==> config.mk <==
export PLATFORM = sky130hd
export DESIGN_NAME = div_scheduler_flat
export DESIGN_NICKNAME = d
export VERILOG_FILES = /design/src/rtl/div_pkg.sv /design/src/rtl/div_scheduler_if.sv /design/src/rtl/div_seed.sv /design/src/rtl/div_scheduler.sv /design/src/flat_wrapper.sv
export SDC_FILE = /design/constraint.sdc
export NUM_CORES = 1
export LEC_CHECK = 0
export ABC_AREA = 1
export ABC_CLOCK_PERIOD_IN_PS = 7650
export CAP_MARGIN = 5
export CORE_AREA = 2 2 134 136
export DETAILED_ROUTE_END_ITERATION = 16
export DIE_AREA = 0 0 136 138
export DONT_BUFFER_PORTS = 1
export PLACE_DENSITY_LB_ADDON = 0.1
export REMOVE_ABC_BUFFERS = 1
export SLEW_MARGIN = 10
export SYNTH_ARGS = -nofsm -noshare
export SYNTH_HDL_FRONTEND = slang
export SYNTH_HIERARCHICAL = 1
export SYNTH_SLANG_ARGS = --single-unit
export TNS_END_PERCENT = 50
==> constraint.sdc <==
create_clock -name clk -period 7.65 [get_ports clk]
set_input_delay 1.53 -clock clk [delete_from_list [all_inputs] [get_ports clk]]
set_output_delay 1.53 -clock clk [all_outputs]
set_load 0.05 [all_outputs]
==> src/rtl/div_pkg.sv <==
// div_pkg: Q6.10 format constants, scheduler states and a saturating magnitude helper
package div_pkg;
  localparam int W = 16;
  localparam int FRAC = 10;
  localparam int MIN_MSB = 2 * FRAC - W + 1;
  localparam logic [W-1:0] Q_MAX = 16'h7FFF;
  localparam logic [W-1:0] Q_MIN_SAT = 16'h8001;
  localparam logic [W-1:0] Q_NEG = {1'b1, {(W - 1){1'b0}}};
  typedef enum logic [2:0] {IDLE, LOAD, ITER, DONE, ERR} state_e;
  function automatic logic [W-1:0] q_abs(input logic [W-1:0] v);
    return v[W-1] ? (v == Q_NEG ? Q_MAX : -v) : v;
  endfunction
endpackage

==> src/rtl/div_scheduler_if.sv <==
// div_scheduler_if: requester-side request/response bundle of the divider scheduler
interface div_scheduler_if
  import div_pkg::*;
#(
  parameter int N_REQ = 4
);
  logic [N_REQ-1:0]   req_valid;
  logic [N_REQ-1:0]   req_ready;
  logic [N_REQ*W-1:0] req_nr;
  logic [N_REQ*W-1:0] req_dr;
  logic [N_REQ-1:0]   rsp_valid;
  logic [W-1:0]       rsp_res;
  logic               rsp_err;
  modport master (output req_valid, req_nr, req_dr, input req_ready, rsp_valid, rsp_res, rsp_err);
  modport slave (input req_valid, req_nr, req_dr, output req_ready, rsp_valid, rsp_res, rsp_err);
endinterface

==> src/rtl/div_seed.sv <==
// div_seed: Newton-Raphson seed 2^(2*FRAC-1-m) from the MSB index m of |dr|, err when it cannot fit
module div_seed
  import div_pkg::*;
(
  input  logic [W-1:0] dr_abs,
  output logic [W-1:0] guess,
  output logic         seed_err
);
  always_comb begin
    guess = '0;
    seed_err = 1'b1;
    for (int i = MIN_MSB; i < W - 1; i++) begin
      if (dr_abs[i]) begin
        guess = W'(1) << (2 * FRAC - 1 - i);
        seed_err = 1'b0;
      end
    end
  end
endmodule

==> src/rtl/div_scheduler.sv <==
// div_scheduler: round-robin sharing of one Newton-Raphson divider with seed generation and sign fix-up
module div_scheduler
  import div_pkg::*;
#(
  parameter int N_REQ = 4,
  parameter int LOAD_CYCLES = 2,
  parameter int ITER_CYCLES = 8
) (
  input  logic           clk,
  input  logic           rst,
  div_scheduler_if.slave bus,
  output logic           busy,
  output logic           div_load,
  output logic [W-1:0]   div_nr,
  output logic [W-1:0]   div_dr,
  output logic [W-1:0]   div_guess,
  input  logic [W-1:0]   div_res
);
  localparam int IW = N_REQ > 1 ? $clog2(N_REQ) : 1;
  localparam int CW = $clog2((LOAD_CYCLES > ITER_CYCLES ? LOAD_CYCLES : ITER_CYCLES) + 1);
  state_e state_q, state_d;
  logic [IW-1:0] ptr_q, ptr_d, idx_q, idx_d, gnt;
  logic [CW-1:0] cnt_q, cnt_d;
  logic [W-1:0] nr_q, nr_d, dr_q, dr_d, guess_q, guess_d;
  logic [W-1:0] sel_nr, sel_dr, dr_abs, guess;
  logic sign_q, sign_d, found, seed_err;
  int j;
  always_comb begin
    found = 1'b0;
    gnt = '0;
    j = 0;
    for (int k = 0; k < N_REQ; k++) begin
      j = int'(ptr_q) + k;
      j = j >= N_REQ ? j - N_REQ : j;
      if (!found && bus.req_valid[j]) begin
        found = 1'b1;
        gnt = IW'(j);
      end
    end
  end
  assign sel_nr = bus.req_nr[gnt*W +: W];
  assign sel_dr = bus.req_dr[gnt*W +: W];
  assign dr_abs = q_abs(sel_dr);
  div_seed u_seed (.dr_abs(dr_abs), .guess(guess), .seed_err(seed_err));
  always_comb begin
    state_d = state_q;
    ptr_d = ptr_q;
    idx_d = idx_q;
    sign_d = sign_q;
    nr_d = nr_q;
    dr_d = dr_q;
    guess_d = guess_q;
    cnt_d = cnt_q;
    bus.req_ready = '0;
    bus.rsp_valid = '0;
    bus.rsp_res = '0;
    bus.rsp_err = 1'b0;
    div_load = 1'b0;
    case (state_q)
      IDLE: if (found) begin
        bus.req_ready = N_REQ'(1) << gnt;
        ptr_d = gnt == IW'(N_REQ - 1) ? '0 : gnt + 1'b1;
        idx_d = gnt;
        sign_d = sel_nr[W-1] ^ sel_dr[W-1];
        nr_d = q_abs(sel_nr);
        dr_d = dr_abs;
        guess_d = guess;
        cnt_d = '0;
        state_d = seed_err ? ERR : LOAD;
      end
      LOAD: begin
        div_load = 1'b1;
        cnt_d = cnt_q == CW'(LOAD_CYCLES - 1) ? '0 : cnt_q + 1'b1;
        state_d = cnt_q == CW'(LOAD_CYCLES - 1) ? ITER : LOAD;
      end
      ITER: begin
        cnt_d = cnt_q == CW'(ITER_CYCLES - 1) ? '0 : cnt_q + 1'b1;
        state_d = cnt_q == CW'(ITER_CYCLES - 1) ? DONE : ITER;
      end
      DONE: begin
        bus.rsp_valid = N_REQ'(1) << idx_q;
        bus.rsp_res = !sign_q ? div_res : div_res == Q_NEG ? Q_MAX : -div_res;
        state_d = IDLE;
      end
      ERR: begin
        bus.rsp_valid = N_REQ'(1) << idx_q;
        bus.rsp_err = 1'b1;
        bus.rsp_res = sign_q ? Q_MIN_SAT : Q_MAX;
        state_d = IDLE;
      end
      default: state_d = IDLE;
    endcase
  end
  assign busy = state_q != IDLE;
  assign div_nr = state_q inside {LOAD, ITER} ? nr_q : '0;
  assign div_dr = state_q inside {LOAD, ITER} ? dr_q : '0;
  assign div_guess = state_q inside {LOAD, ITER} ? guess_q : '0;
  always_ff @(posedge clk) begin
    if (rst) begin
      state_q <= IDLE;
      ptr_q <= '0;
      idx_q <= '0;
      sign_q <= 1'b0;
      nr_q <= '0;
      dr_q <= '0;
      guess_q <= '0;
      cnt_q <= '0;
    end else begin
      state_q <= state_d;
      ptr_q <= ptr_d;
      idx_q <= idx_d;
      sign_q <= sign_d;
      nr_q <= nr_d;
      dr_q <= dr_d;
      guess_q <= guess_d;
      cnt_q <= cnt_d;
    end
  end
endmodule

==> src/flat_wrapper.sv <==
// flat-port wrapper written by rule: the top's interface ports become plain ports
module div_scheduler_flat import div_pkg::*;
#(
  parameter int N_REQ = 4,
  parameter int LOAD_CYCLES = 2,
  parameter int ITER_CYCLES = 8
)
  (clk, rst, busy, div_load, div_nr, div_dr, div_guess, div_res, bus_req_valid, bus_req_nr, bus_req_dr, bus_req_ready, bus_rsp_valid, bus_rsp_res, bus_rsp_err);
  div_scheduler_if #(.N_REQ(N_REQ)) bus_i ();
  input  logic clk;
  input  logic rst;
  output logic busy;
  output logic div_load;
  output logic [W-1:0] div_nr;
  output logic [W-1:0] div_dr;
  output logic [W-1:0] div_guess;
  input  logic [W-1:0] div_res;
  input wire logic [$bits(bus_i.req_valid)-1:0] bus_req_valid;
  input wire logic [$bits(bus_i.req_nr)-1:0] bus_req_nr;
  input wire logic [$bits(bus_i.req_dr)-1:0] bus_req_dr;
  output wire logic [$bits(bus_i.req_ready)-1:0] bus_req_ready;
  output wire logic [$bits(bus_i.rsp_valid)-1:0] bus_rsp_valid;
  output wire logic [$bits(bus_i.rsp_res)-1:0] bus_rsp_res;
  output wire logic [$bits(bus_i.rsp_err)-1:0] bus_rsp_err;
  assign bus_i.req_valid = bus_req_valid;
  assign bus_i.req_nr = bus_req_nr;
  assign bus_i.req_dr = bus_req_dr;
  assign bus_req_ready = bus_i.req_ready;
  assign bus_rsp_valid = bus_i.rsp_valid;
  assign bus_rsp_res = bus_i.rsp_res;
  assign bus_rsp_err = bus_i.rsp_err;
  div_scheduler #(.N_REQ(N_REQ), .LOAD_CYCLES(LOAD_CYCLES), .ITER_CYCLES(ITER_CYCLES)) u_core (.clk(clk), .rst(rst), .bus(bus_i), .busy(busy), .div_load(div_load), .div_nr(div_nr), .div_dr(div_dr), .div_guess(div_guess), .div_res(div_res));
endmodule
# ---- Word-level counts from Yosys, hierarchy flattened
# Index checks and enable logic that the tools add are counted.
dict set report word_totals {
  regBits 60
  latch_bits 0
  ramBits 0
  mem_bits_ro 0
  inputBits 150
  out_inout_bits 75
  wordCells 127
  n_memories 0
}
dict set report classes {
  add_sub_neg 12
  multipliers 0
  div 0
  magnitude_cmp 8
  n_eq_ne 11
  n_shift 4
  n_mux 70
  bitwise_logic 1
  n_reduce_logical 13
}
# cell n
set op_table {}
lappend op_table {{$mux 16} 19}
lappend op_table {{$lt 32x4->1 const B} 4}
lappend op_table {{$mux 32} 4}
lappend op_table {{$shiftx 64x7->16} 2}
lappend op_table {{$ge 32x4->1 const B} 3}
lappend op_table {{$sub 32x4->32 const B} 3}
lappend op_table {{$eq 16x16->1 const B} 3}
lappend op_table {{$neg 16->16} 3}
lappend op_table {{$pmux 16 s2} 1}
lappend op_table {{$mux 1} 25}
lappend op_table {{$mux 4} 6}
lappend op_table {{$mux 15} 1}
lappend op_table {{$mux 2} 6}
lappend op_table {{$pmux 4 s3} 1}
lappend op_table {{$pmux 3 s3} 1}
lappend op_table {{$bmux 1 s2} 4}
lappend op_table {{$shl 1x2->4 const A} 2}
lappend op_table {{$add 2x2->3 const B} 2}
lappend op_table {{$eq 3x2->1 const B} 2}
lappend op_table {{$mux 3} 2}
lappend op_table {{$reduce_bool 3->1} 2}
lappend op_table {{$add 4x1->4 const B} 1}
lappend op_table {{$eq 4x1->1 const B} 1}
lappend op_table {{$eq 4x3->1 const B} 1}
lappend op_table {{15 further kinds} 20}

# ---- Logic depth before layout (Yosys ltp)
dict set report logic_depth {
  depth_word 32
  depth_mapped 28
  depth_no_buf 26
}

# ---- Hierarchy
# The synthesis kept the hierarchy.
# module n_inst cells_each area_each_um2 seq_area_each_um2
set by_module_without_submodules {}
lappend by_module_without_submodules {div_scheduler 1 1007 5754.3 1201.2}
lappend by_module_without_submodules {div_seed 1 37 186.4 0.0}

# ---- Worst setup path before layout
# No wires, ideal clock.
dict set report synth_path {
  path_kind {input to output}
  from {input port div_res[0]}
  to {output port bus_rsp_res[0]}
  arrival_ps 3465
  required_ps 6120
  slack_ps 2655
  stages 8
  n_path_buf 0
  cell_sequence {inv_1 -> ha_1 -> inv_1 -> nor4_1 -> nand2_1 -> nor2_1 -> nand3_1 -> a31oi_1}
}
dict set report synth_via {
  elab_chain_cells 4
  word_cells_on_any_way 5
  cone_classes {add/sub (1); eq/ne (1); mux (3)}
}
# item line
set synth_lines {}
lappend synth_lines {{start, declared} flat_wrapper.sv:17} ;# input logic [W-1:0] div_res;
lappend synth_lines {{$neg 16->16 / $eq 16x16->1 (equally long branches)} div_scheduler.sv:82} ;# bus.rsp_res = !sign_q ? div_res : div_res == Q_NEG ? Q_MAX : -div_res;
lappend synth_lines {{$mux 16} div_scheduler.sv:82}
lappend synth_lines {{$mux 16 *} div_scheduler.sv:82}
lappend synth_lines {{$pmux 16 s2 *} div_scheduler.sv:59} ;# case (state_q)
lappend synth_lines {{end, declared} flat_wrapper.sv:23} ;# output wire logic [$bits(bus_i.rsp_res)-1:0] bus_rsp_res;
# Every way passes the cells marked *; elsewhere a longest branch is shown, timed or not.

# ---- Final worst setup path
dict set report layout_path {
  from {input port bus_req_valid[3]}
  to {output port bus_req_ready[3]}
}
dict set report layout_via {
  elab_chain_cells 16
  word_cells_on_any_way 29
  cone_classes {shift (1); mux (22); reduce/logical (6)}
}
# item line
set layout_lines {}
lappend layout_lines {{start, declared} flat_wrapper.sv:18} ;# input wire logic [$bits(bus_i.req_valid)-1:0] bus_req_valid;
lappend layout_lines {{$bmux 1 s2} div_scheduler.sv:35} ;# if (!found && bus.req_valid[j]) begin
lappend layout_lines {{$mux 1 (not written as such) (2 in series)} div_scheduler.sv:35}
lappend layout_lines {{$mux 1} div_scheduler.sv:35}
lappend layout_lines {{$logic_not 1->1} div_scheduler.sv:35}
lappend layout_lines {{$logic_and 1x1->1} div_scheduler.sv:35}
lappend layout_lines {{$mux 1} div_scheduler.sv:35}
lappend layout_lines {{$logic_not 1->1} div_scheduler.sv:35}
lappend layout_lines {{$logic_and 1x1->1} div_scheduler.sv:35}
lappend layout_lines {{$mux 1} div_scheduler.sv:35}
lappend layout_lines {{$logic_not 1->1} div_scheduler.sv:35}
lappend layout_lines {{$logic_and 1x1->1} div_scheduler.sv:35}
lappend layout_lines {{$mux 2} div_scheduler.sv:35}
lappend layout_lines {{$shl 1x2->4} div_scheduler.sv:61} ;# bus.req_ready = N_REQ'(1) << gnt;
lappend layout_lines {{$mux 4 *} div_scheduler.sv:60} ;# IDLE: if (found) begin
lappend layout_lines {{$mux 4 *} div_scheduler.sv:59}
lappend layout_lines {{end, declared} flat_wrapper.sv:21} ;# output wire logic [$bits(bus_i.req_ready)-1:0] bus_req_ready;
# Every way passes the cells marked *; elsewhere a longest branch is shown, timed or not. The select of a mux whose other input is x is not followed.

==> results.md <==
- Total GRT Usage: 0.187
- Number of synthesized flops with an enable pin: 0
- Synth top cells by count: 302 x nand2_1, 141 x inv_1, 109 x nor2_1
- First-pass GRT wire length: between 20000 and 30000 microns
- Diode count: 0
- Synth Flop Type: dfxtp_1
- Final worst path period need: ~5.8 ns
- Critical path's largest stage delay: around 0.72 ns
- Skew-Pair Late Insertion Delay: between 0.3 and 0.4 ns
- Post-CTS resize count: 0
- Crit path kind: input pin to output pin
- H-tree levels: 3
- Row count: 49
- Post-route insts no fill: 1242
- Top-count cell post-synth: nand2_1
- Slowest-stage cell, CP: nor2_1
- Synth Register Bits: 60
- Cts hold-fix bufs: 0
- DP HPWL: about 13000 microns
- Cts bufs inserted: 9
- Worst Hold Class: flip-flop to flip-flop
- # DRC: 0
- Highest routed layer: met4
- Area share of the largest cell type after synthesis: 0.202
- Initial antenna violation count: 0
- Largest net degree at the start of global routing: 78
- Post-Synthesis Cells: 1044
- Met2 wire len: ~7500 microns
- 1st-iter DRT viols: 290
- Sequential area share after synthesis: 0.202
- Met1 WL: 8480 microns
- Die Ht: about 140 microns
- Worst Path Arrival: 4.25 ns
- Max_cap viols: 0
- Ys Warns: 6
- Routed Antenna Nets: 0
- Vias/cell: ~5
- # clock sinks: 60
- Max clock buf depth: 2
- Top cells by area, synth: dfxtp_1 20%, nand2_1 19%, inv_1 8.9%
- Worst-Margin Slew: about 1.2 ns
- Post-CTS setup buffer count: 0
- RSZ-0062 raised after global routing: false
- CP max FO: 43
- # setup viols final: 0
- Vias: approximately 6000
- CTS tree: done
- Netlist cell types: 45
- I/O Pins: 225
- CTS root buf: clkbuf_16
- # fillers: roughly 2000
- Worst relative slew slack: 0.178
- Max Freq: 173 MHz
- Total gr overflow: 0
- Status: finished clean
- Final hold violations: 0
- Worst EP required: 6.12 ns
- R2R setup slack: about 2.9 ns
- Avg Inst Size Synth: 5.69 sq um
- Post-synth top area cell: dfxtp_1
- Initial DRT Pass Iterations: 5
- Layout cells sized above 1: 0.0948
- Die area: around 0.019 sq mm
- Initial Utilization: 0.339
- Port-buffer cells: 0
- Area delta synth->final: 5.18%
- Critical path cell sequence: inv_1 -> nand2_1 -> nand3_1 -> nand2_2 -> nor2_4 -> nand3_1 -> nand3_1 -> nand2_2 -> clkinv_2 -> ha_1 -> inv_1 -> nor2_1
- CP Capture Type: output pin
- Storage cell area: 0.00120 sq mm
- TNS Setup: 0 ns
- Vias in the first global route: approximately 5600
- Clock Skew: roughly 0.008 ns
- Die Wd: between 100 and 150 microns
- Met3 WL post-DR: 1310 microns
- Ys async rst share: 0
- DR WL/cell: between 10 and 15 microns
- CP Launch Type: input pin
- Multi-input combinational cell area: ~0.0038 sq mm
- Dpl cells: roughly 1200
- Core area: ~0.018 sq mm
- Setup ws final: around 1.9 ns
- Pre-CTS setup slack: approximately 1.8 ns
- Clock transition at path regs: 0.06 ns
- Syn Std Cell Area: approximately 0.006 sq mm
- Overall routed net length: between 15000 and 20000 microns
- Net count, final: about 1200
- Crit share post-route: 0.755
- Final Max Slew Viols: 0
- Crit path top cell by count: nand3_1
- Global placer's final weighted congestion: between 0.8 and 0.9
-- logic make-up after synthesis --
logic type,count (synthesis),synth area share
buffers and inverters,207,0.159
XOR/XNOR,12,0.0177
flip-flops,60,0.202
adder cells (fa/ha/maj),9,0.0190
AND/OR/NAND/NOR,597,0.457
AO/OA/AOI/OAI,158,0.144
other,1,0.000631
-- layer usage --
| layer | vias to the layer above | GRT usage |
|---|---|---|
| li1 | 3220 | - |
| met1 | 2648 | 0.261 |
| met2 | 192 | 0.290 |
| met3 | 14 | 0.0462 |
| met4 | 0 | 0.0389 |
| met5 | - | 0 |
-- critical path: cells and delay by family --
family	cells	cell delay, ns
AND/OR/NAND/NOR	8	1.82
buffers and inverters	3	0.66
adder cells (fa/ha/maj)	1	0.22
-- worst paths after layout --
kind	from	endpoint	depth (start not counted)
max	bus_req_valid[3]	bus_req_ready[3]	12
min	u_core/guess_q[2]	u_core/guess_q[2]	2
max reg2reg	u_core/ptr_q[0]	u_core/state_q[0]	24
min reg2reg	u_core/guess_q[2]	u_core/guess_q[2]	2
-- layout by cell type (no fill, tap or decap), drive strengths merged --
cell type	instances
a2111oi	1
a211oi	1
a21oi	58
a221oi	2
a31oi	6
a32oi	1
and2	1
buf	7
bufinv	2
clkbuf	9
clkinv	5
conb	6
dfxtp	60
ha	9
inv	148
nand2	320
nand3	104
nand3b	7
nand4	16
nor2	125
nor3	15
nor4	1
o211ai	6
o21ai	79
o22ai	2
o31ai	2
or2	8
xnor2	8
xor2	4
-- metrics by stage --
stage | util | hold slack, ns | instance area (sq um)
global placement | 0.338 | 0.443 | 5920
global route | 0.356 | 0.475 | 6250
detailed placement | 0.338 | 0.446 | 5920
floorplan | - | 0.432 | 5580
finish | 0.356 | 0.451 | 6250
CTS | 0.356 | 0.455 | 6250
-- layout make-up --
class | count | share of cell area
multi-input cells | 782 | 0.612
well taps | 229 | 0.0459
clock inverters | 7 | 0.0160
inverters | 148 | 0.0899
flip-flops and latches | 60 | 0.192
clock buffers | 9 | 0.0360
repair buffers | 7 | 0.00841
-- flip-flops by register name, summed over array words and instances, names as in the netlist --
signal and count:
u_core/nr_q 16, u_core/dr_q 16, u_core/sign_q 1, u_core/guess_q 16, u_core/ptr_q 2, u_core/idx_q 2, u_core/cnt_q 4, u_core/state_q 3
Power is not shown: default switching activity piles up to over one toggle a cycle in this logic, so the estimate is an artifact.
